==> src/rtl/memctrl_pkg.sv <==
// -----------------------------------------------------------------------------
// memctrl_pkg
// Shared types and default widths for the memory-controller request queue.
//   TIME_W / ADDR_W / CORE_W : default field widths of a trace request
//   op_e                     : request operation encoding
//   req_t                    : packed trace request {req_time, core, op, addr}
//   stage_state_e            : states of the enqueue-side staging FSM
//   time_reached()           : unsigned "now has reached due" comparison
// -----------------------------------------------------------------------------
package memctrl_pkg;

  localparam int TIME_W = 64;
  localparam int ADDR_W = 36;
  localparam int CORE_W = 4;

  // Encoding 3 is reserved; it is carried through the queue untouched.
  typedef enum logic [1:0] {
    OP_READ   = 2'd0,
    OP_WRITE  = 2'd1,
    OP_IFETCH = 2'd2,
    OP_RSVD   = 2'd3
  } op_e;

  // The arrival-time field is called req_time because 'time' is a keyword.
  typedef struct packed {
    logic [TIME_W-1:0] req_time;
    logic [CORE_W-1:0] core;
    op_e               op;
    logic [ADDR_W-1:0] addr;
  } req_t;

  typedef enum logic [1:0] {
    ST_IDLE  = 2'd0,
    ST_WAIT  = 2'd1,
    ST_STALL = 2'd2
  } stage_state_e;

  function automatic logic time_reached(input logic [TIME_W-1:0] now,
                                        input logic [TIME_W-1:0] due);
    return now >= due;
  endfunction

endpackage

==> src/rtl/memctrl_occ_counter.sv <==
// -----------------------------------------------------------------------------
// memctrl_occ_counter
// Up/down occupancy counter for the request queue.
//   clk, rst     : clock, asynchronous active-high reset
//   push         : one entry enters the queue at this edge
//   pop          : one entry leaves the queue at this edge
//   count        : registered occupancy, 0..QDEPTH
//   empty / full : count == 0 / count == QDEPTH
//   underflow    : sticky, set by a pop while empty, cleared only by reset
// -----------------------------------------------------------------------------
module memctrl_occ_counter
  import memctrl_pkg::*;
#(
  parameter int QDEPTH = 16,
  localparam int CNT_W = $clog2(QDEPTH + 1)
) (
  input  logic             clk,
  input  logic             rst,
  input  logic             push,
  input  logic             pop,
  output logic [CNT_W-1:0] count,
  output logic             empty,
  output logic             full,
  output logic             underflow
);

  logic [CNT_W-1:0] count_q;
  logic             underflow_q;
  logic             do_push;
  logic             do_pop;

  // A pop on an empty queue is dropped so the count never wraps; a push
  // into a full queue is dropped for the same reason even though the
  // enqueue side never requests one.
  assign do_push = push && !full;
  assign do_pop  = pop && !empty;

  // Simultaneous push and pop cancel out.
  always_ff @(posedge clk or posedge rst) begin
    if (rst) begin
      count_q     <= '0;
      underflow_q <= 1'b0;
    end else begin
      if (do_push && !do_pop) begin
        count_q <= count_q + CNT_W'(1);
      end else if (do_pop && !do_push) begin
        count_q <= count_q - CNT_W'(1);
      end
      if (pop && empty) begin
        underflow_q <= 1'b1;
      end
    end
  end

  assign count     = count_q;
  assign empty     = (count_q == '0);
  assign full      = (count_q == CNT_W'(QDEPTH));
  assign underflow = underflow_q;

endmodule

==> src/rtl/memctrl_q_push.sv <==
// -----------------------------------------------------------------------------
// memctrl_q_push
// Enqueue side of the memory-controller request queue. A trace request is
// accepted over valid/ready, held in a staging register until simulation time
// reaches its arrival time, then pushed into the queue (stalling while full).
// This block owns the simulation time counter and the occupancy count.
//
// Ports:
//   clk, rst      : clock, asynchronous active-high reset
//   req_valid_i   : trace request valid
//   req_ready_o   : staging register empty, request can be accepted
//   req_i         : trace request {req_time, core, op, addr}
//   pop_i         : pop-out logic removed one entry this cycle
//   push_valid_o  : push push_data_o into the queue at this edge
//   push_data_o   : staged request
//   sim_time_o    : current simulation time
//   count_o       : queue occupancy
//   empty_o       : count_o == 0
//   full_o        : count_o == QDEPTH
//   underflow_o   : sticky, pop_i seen while the queue was empty
//
// Build option: MEMCTRL_TIMESKIP_EN -- while the queue is empty and the staged
// request lies in the future, simulation time jumps straight to its arrival
// time instead of counting up one cycle at a time.
// -----------------------------------------------------------------------------
module memctrl_q_push #(
  parameter int QDEPTH = 16,
  parameter int TIME_W = memctrl_pkg::TIME_W,
  parameter int ADDR_W = memctrl_pkg::ADDR_W,
  parameter int CORE_W = memctrl_pkg::CORE_W,
  localparam int CNT_W = $clog2(QDEPTH + 1)
) (
  input  logic                clk,
  input  logic                rst,
  input  logic                req_valid_i,
  output logic                req_ready_o,
  input  memctrl_pkg::req_t   req_i,
  input  logic                pop_i,
  output logic                push_valid_o,
  output memctrl_pkg::req_t   push_data_o,
  output logic [TIME_W-1:0]   sim_time_o,
  output logic [CNT_W-1:0]    count_o,
  output logic                empty_o,
  output logic                full_o,
  output logic                underflow_o
);

  import memctrl_pkg::*;

  stage_state_e      state_q;
  stage_state_e      state_d;
  logic              capture;
  logic              staged;
  logic              time_met;

  logic [TIME_W-1:0] sim_time_q;
  logic [TIME_W-1:0] sim_time_d;

  logic [TIME_W-1:0] stage_time;
  logic [CORE_W-1:0] stage_core;
  op_e               stage_op;
  logic [ADDR_W-1:0] stage_addr;

  logic              occ_empty;
  logic              occ_full;

  assign staged   = (state_q != ST_IDLE);
  assign time_met = time_reached(sim_time_q, stage_time);

  // Push eligibility is built only from registers, so a pop that frees a
  // slot in a full queue lets the staged request in on the following cycle.
  assign push_valid_o = staged && time_met && !occ_full;

  // Staging FSM state register.
  always_ff @(posedge clk or posedge rst) begin
    if (rst) begin
      state_q <= ST_IDLE;
    end else begin
      state_q <= state_d;
    end
  end

  // Next-state and handshake logic. STALL marks a request that is already
  // time-eligible but blocked by a full queue; once time is met it stays met,
  // so the request only moves between WAIT/STALL and back to IDLE on a push.
  always_comb begin
    state_d     = state_q;
    req_ready_o = 1'b0;
    capture     = 1'b0;
    case (state_q)
      ST_IDLE: begin
        req_ready_o = 1'b1;
        if (req_valid_i) begin
          capture = 1'b1;
          if (time_reached(sim_time_q, req_i.req_time) && occ_full) begin
            state_d = ST_STALL;
          end else begin
            state_d = ST_WAIT;
          end
        end
      end
      ST_WAIT, ST_STALL: begin
        if (push_valid_o) begin
          state_d = ST_IDLE;
        end else if (time_met && occ_full) begin
          state_d = ST_STALL;
        end else begin
          state_d = ST_WAIT;
        end
      end
      default: begin
        state_d = ST_IDLE;
      end
    endcase
  end

  // Staging register. Reset clears it so a dropped request leaves no trace
  // on push_data_o.
  always_ff @(posedge clk or posedge rst) begin
    if (rst) begin
      stage_time <= '0;
      stage_core <= '0;
      stage_op   <= OP_READ;
      stage_addr <= '0;
    end else if (capture) begin
      stage_time <= req_i.req_time;
      stage_core <= req_i.core;
      stage_op   <= req_i.op;
      stage_addr <= req_i.addr;
    end
  end

  assign push_data_o = '{req_time: stage_time,
                         core:     stage_core,
                         op:       stage_op,
                         addr:     stage_addr};

  // Next simulation time. The skip only fires when nothing queued could
  // still need the intervening cycles, i.e. the queue is empty.
  always_comb begin
    sim_time_d = sim_time_q + TIME_W'(1);
`ifdef MEMCTRL_TIMESKIP_EN
    if (occ_empty && staged && (stage_time > sim_time_q)) begin
      sim_time_d = stage_time;
    end
`else
`endif
  end

  // Simulation time register; wraps naturally at 2^TIME_W.
  always_ff @(posedge clk or posedge rst) begin
    if (rst) begin
      sim_time_q <= '0;
    end else begin
      sim_time_q <= sim_time_d;
    end
  end

  assign sim_time_o = sim_time_q;

  memctrl_occ_counter #(
    .QDEPTH (QDEPTH)
  ) u_occ (
    .clk       (clk),
    .rst       (rst),
    .push      (push_valid_o),
    .pop       (pop_i),
    .count     (count_o),
    .empty     (occ_empty),
    .full      (occ_full),
    .underflow (underflow_o)
  );

  assign empty_o = occ_empty;
  assign full_o  = occ_full;

endmodule
==> config.mk <==
export PLATFORM = sky130hd
export DESIGN_NAME = memctrl_q_push
export DESIGN_NICKNAME = d
export VERILOG_FILES = /design/src/rtl/memctrl_pkg.sv /design/src/rtl/memctrl_occ_counter.sv /design/src/rtl/memctrl_q_push.sv
export SDC_FILE = /design/constraint.sdc
export NUM_CORES = 1
export LEC_CHECK = 0
export BUFFER_PORTS_ARGS = -buffer_cell sky130_fd_sc_hd__buf_4
export CORE_ASPECT_RATIO = 0.7
export CORE_MARGIN = 2
export CORE_UTILIZATION = 40
export CTS_CLUSTER_DIAMETER = 200
export DETAILED_ROUTE_END_ITERATION = 7
export PLACE_DENSITY_LB_ADDON = 0.15
export SLEW_MARGIN = 20
export SYNTH_ARGS = -nofsm -noshare
export SYNTH_HDL_FRONTEND = slang
export SYNTH_HIERARCHICAL = 1
export SYNTH_SLANG_ARGS = --single-unit
==> constraint.sdc <==
create_clock -name clk -period 6.4 [get_ports clk]
set_input_delay 0.96 -clock clk [delete_from_list [all_inputs] [get_ports clk]]
set_output_delay 0.96 -clock clk [all_outputs]
set_load 0.01 [all_outputs]
==> impl_metrics.tcl <==
set metrics [dict create \
    hold_start "u_occ/underflow$_DFFE_PP0P_" \
    crit_start "sim_time_o[27]$_DFF_PP0_" \
    via_count 8290 \
    cts_max_level 4 \
    ys_warn_count 6 \
    synth_common_cells "dfrtp_1, inv_1, ha_1" \
    ys_dominant_reg_cell "dfrtp_1" \
    internal-power_mw 2.97 \
    cts_num_sinks 178 \
    drc 0 \
    antenna_found_initial 0 \
    end_kind "register" \
    utilization 0.528 \
    ctsResizeCount 0 \
    yosys.area.top_type "dfrtp_1" \
    fin_crit_ns 4.38 \
    synth-edff-count 0 \
    whs_ns 0.473 \
    max-vdd-ir-drop_uv 216 \
    path_clk_slew_ns 0.07 \
    die-area_mm2 0.0271 \
    dp_hpwl_mm 22.1 \
    maxCapViolations 0 \
    leakagePower_nw 7.19 \
    initial_core_util 0.405 \
    relSlewSlack 0.414 \
    combPwrFrac 0.378 \
    switching_share 0.349 \
    drt_first_iter_violations 352 \
    min_path_type "register to register" \
    slew_viol_final 0 \
    seq_area_frac_synth 0.431 \
    drt_wl_total_mm 28.4 \
    core-area_mm2 0.0255 \
    syn_area_per_cell_um2 9.96 \
    postRouteAntennaNets 0 \
    synth_top_area_share 0.431 \
    syn-num-nets 1283 \
    fin_area_mm2 0.0135 \
    routabilityCongestion 0.822 \
    synth_area_leaders "dfrtp_1, ha_1, inv_1" \
    post_drt_wl_per_cell_um 17.0 \
    numPortBuffers 289 \
    grt-ovfl-total 0 \
    p_per_area_mw_per_mm2 339 \
    layout-drive-gt1-share 0.290 \
    holdBufCountCts 0 \
    grt.total_usage 0.214 \
    tightest_slew_ns 0.879 \
    p_total_mw 4.56 \
    cts_tree "built" \
    clock_path_buffers 2 \
    start_kind "register" \
    yosys.cell_count.top_type "dfrtp_1" \
    grt_pass1_wl_mm 45.6 \
    clockRootBuffer "clkbuf_16" \
    grt_start_max_net_pins 81 \
    syn-cell-area_mm2 0.0103 \
    vias_per_cell 4.96 \
    n_fill_cell 2351 \
    crit_fanout 6 \
    diodes 0 \
    criticalPathCategory "register to register" \
    nNetsFinal 1574 \
    outcome "finished, final reports clean" \
    cts_buffers 17 \
    core.rowCount 49 \
    clkPwrFrac 0.242 \
    drt-pass1-iter-count 5 \
    boundaryPins 290 \
    fmax_mhz 228 \
    worstPathRequired_ns 6.71 \
    grt_pass1_vias 8166 \
    fin_tns_setup_ns 0 \
    area_growth_pct 30.5 \
    hold_viol_final 0 \
    ys_ff_latch 178 \
    grt_setup_unrepaired "false" \
    setup_violations 0 \
    rr_startpoint "sim_time_o[27]$_DFF_PP0_" \
    post_cts_buffers 0 \
    pwr-share-seq 0.380 \
    die_y_um 138 \
    place_area_mm2 0.0129 \
    finClkSkew_ns 0.00999 \
    synth-async-reset-ratio 1.00 \
    postSynthCellCount 1037 \
    worstPathArrival_ns 4.69 \
    finalCritPeriodShare 0.684 \
    p_sw_mw 1.59 \
    fp.dieW_um 196 \
    ys_types 61 \
    clock_latency_ns 0.43 \
]
==> area by class of cell <==
class | instances | area [um^2] | area share
clock buffer | 19 | 453 | 0.0336
clock inverter | 13 | 158 | 0.0117
inverter | 136 | 515 | 0.0382
multi-input combinational | 701 | 5280 | 0.391
sequential | 178 | 4450 | 0.330
tap | 331 | 414 | 0.0307
timing repair buffer | 294 | 2210 | 0.164
==> registers in the layout (all words and copies together) (netlist names) <==
signal,count
stage_addr,36
stage_time,64
u_occ/underflow,1
u_occ/count,5
state_q,2
stage_core,4
stage_op,2
sim_time_o,64
==> per-stage QoR <==
step                      cells  setup WS, ns
after floorplan            1037         0.780
after global placement     1640          2.19
after detailed placement   1640          2.06
after CTS                  1672          2.01
after global routing       1672          1.69
final                      1672          2.02
==> routing by layer <==
metal | wire length [um] | global-route usage | share of wire | vias to the layer above
met5 | 0 | 0 | 0 | -
met4 | 284 | 0.0415 | 0.010 | 0
met3 | 2080 | 0.0695 | 0.073 | 17
met2 | 11900 | 0.307 | 0.42 | 199
met1 | 14200 | 0.314 | 0.50 | 3907
li1 | - | - | - | 4167
==> critical path, cell delays in order, from the launching register on <==
cell and delay [ns]:
dfrtp_1 0.46, ha_1 0.36, nand4_1 0.15, nor4_1 0.47, nand4_1 0.23, a31oi_1 0.27
o311ai_1 0.19, a211oi_1 0.44, nor2b_1 0.22, ha_1 0.25, inv_1 0.15, ha_1 0.37
or4_1 0.48, nand3_1 0.11, o221ai_2 0.09
==> worst paths after layout <==
check / cells after the start / slack [ns] / endpoint
worst max-delay path: 14 / 2.02 / u_occ/count[4]$_DFFE_PP0P_
max in group asynchronous: 3 / 4.54 / stage_addr[33]$_DFFE_PP0P_
min in group asynchronous: 2 / 0.48 / u_occ/count[3]$_DFFE_PP0P_
worst min-delay path: 1 / 0.47 / u_occ/underflow$_DFFE_PP0P_
worst min register to register: 1 / 0.47 / u_occ/underflow$_DFFE_PP0P_
worst max register to register: 14 / 2.02 / u_occ/count[4]$_DFFE_PP0P_
==> cells in the final DEF (no fill, tap or decap), drive strengths merged, types with 27 or more instances in the layout <==
| cell | netlist | layout |
|---|---|---|
| a21oi | 39 | 39 |
| buf | 5 | 294 |
| dfrtp | 178 | 178 |
| ha | 135 | 135 |
| inv | 136 | 137 |
| mux2 | 44 | 44 |
| nand2 | 113 | 113 |
| nand3 | 41 | 41 |
| nand4 | 34 | 34 |
| nor2 | 27 | 27 |
| o21ai | 82 | 82 |
| xnor2 | 54 | 54 |
==> cells by family after synthesis <==
family | share of synthesized area
AOI/OAI and AO/OA | 0.101
xor gates and xnor gates | 0.0543
adders and majority gates | 0.165
buffers and inverters | 0.0586
DFF | 0.431
muxes | 0.0489
and+or+nand+nor | 0.140
==> power groups by stage <==
stage,Sequential [mW],Combinational [mW],Clock [mW]
after floorplan,1.87,0.747,0
after global placement,1.74,1.72,0
after detailed placement,1.75,1.74,0
after CTS,1.74,1.75,1.13
after global routing,1.78,1.92,1.18
final,1.73,1.72,1.11
(Power assumes the default switching activity.)
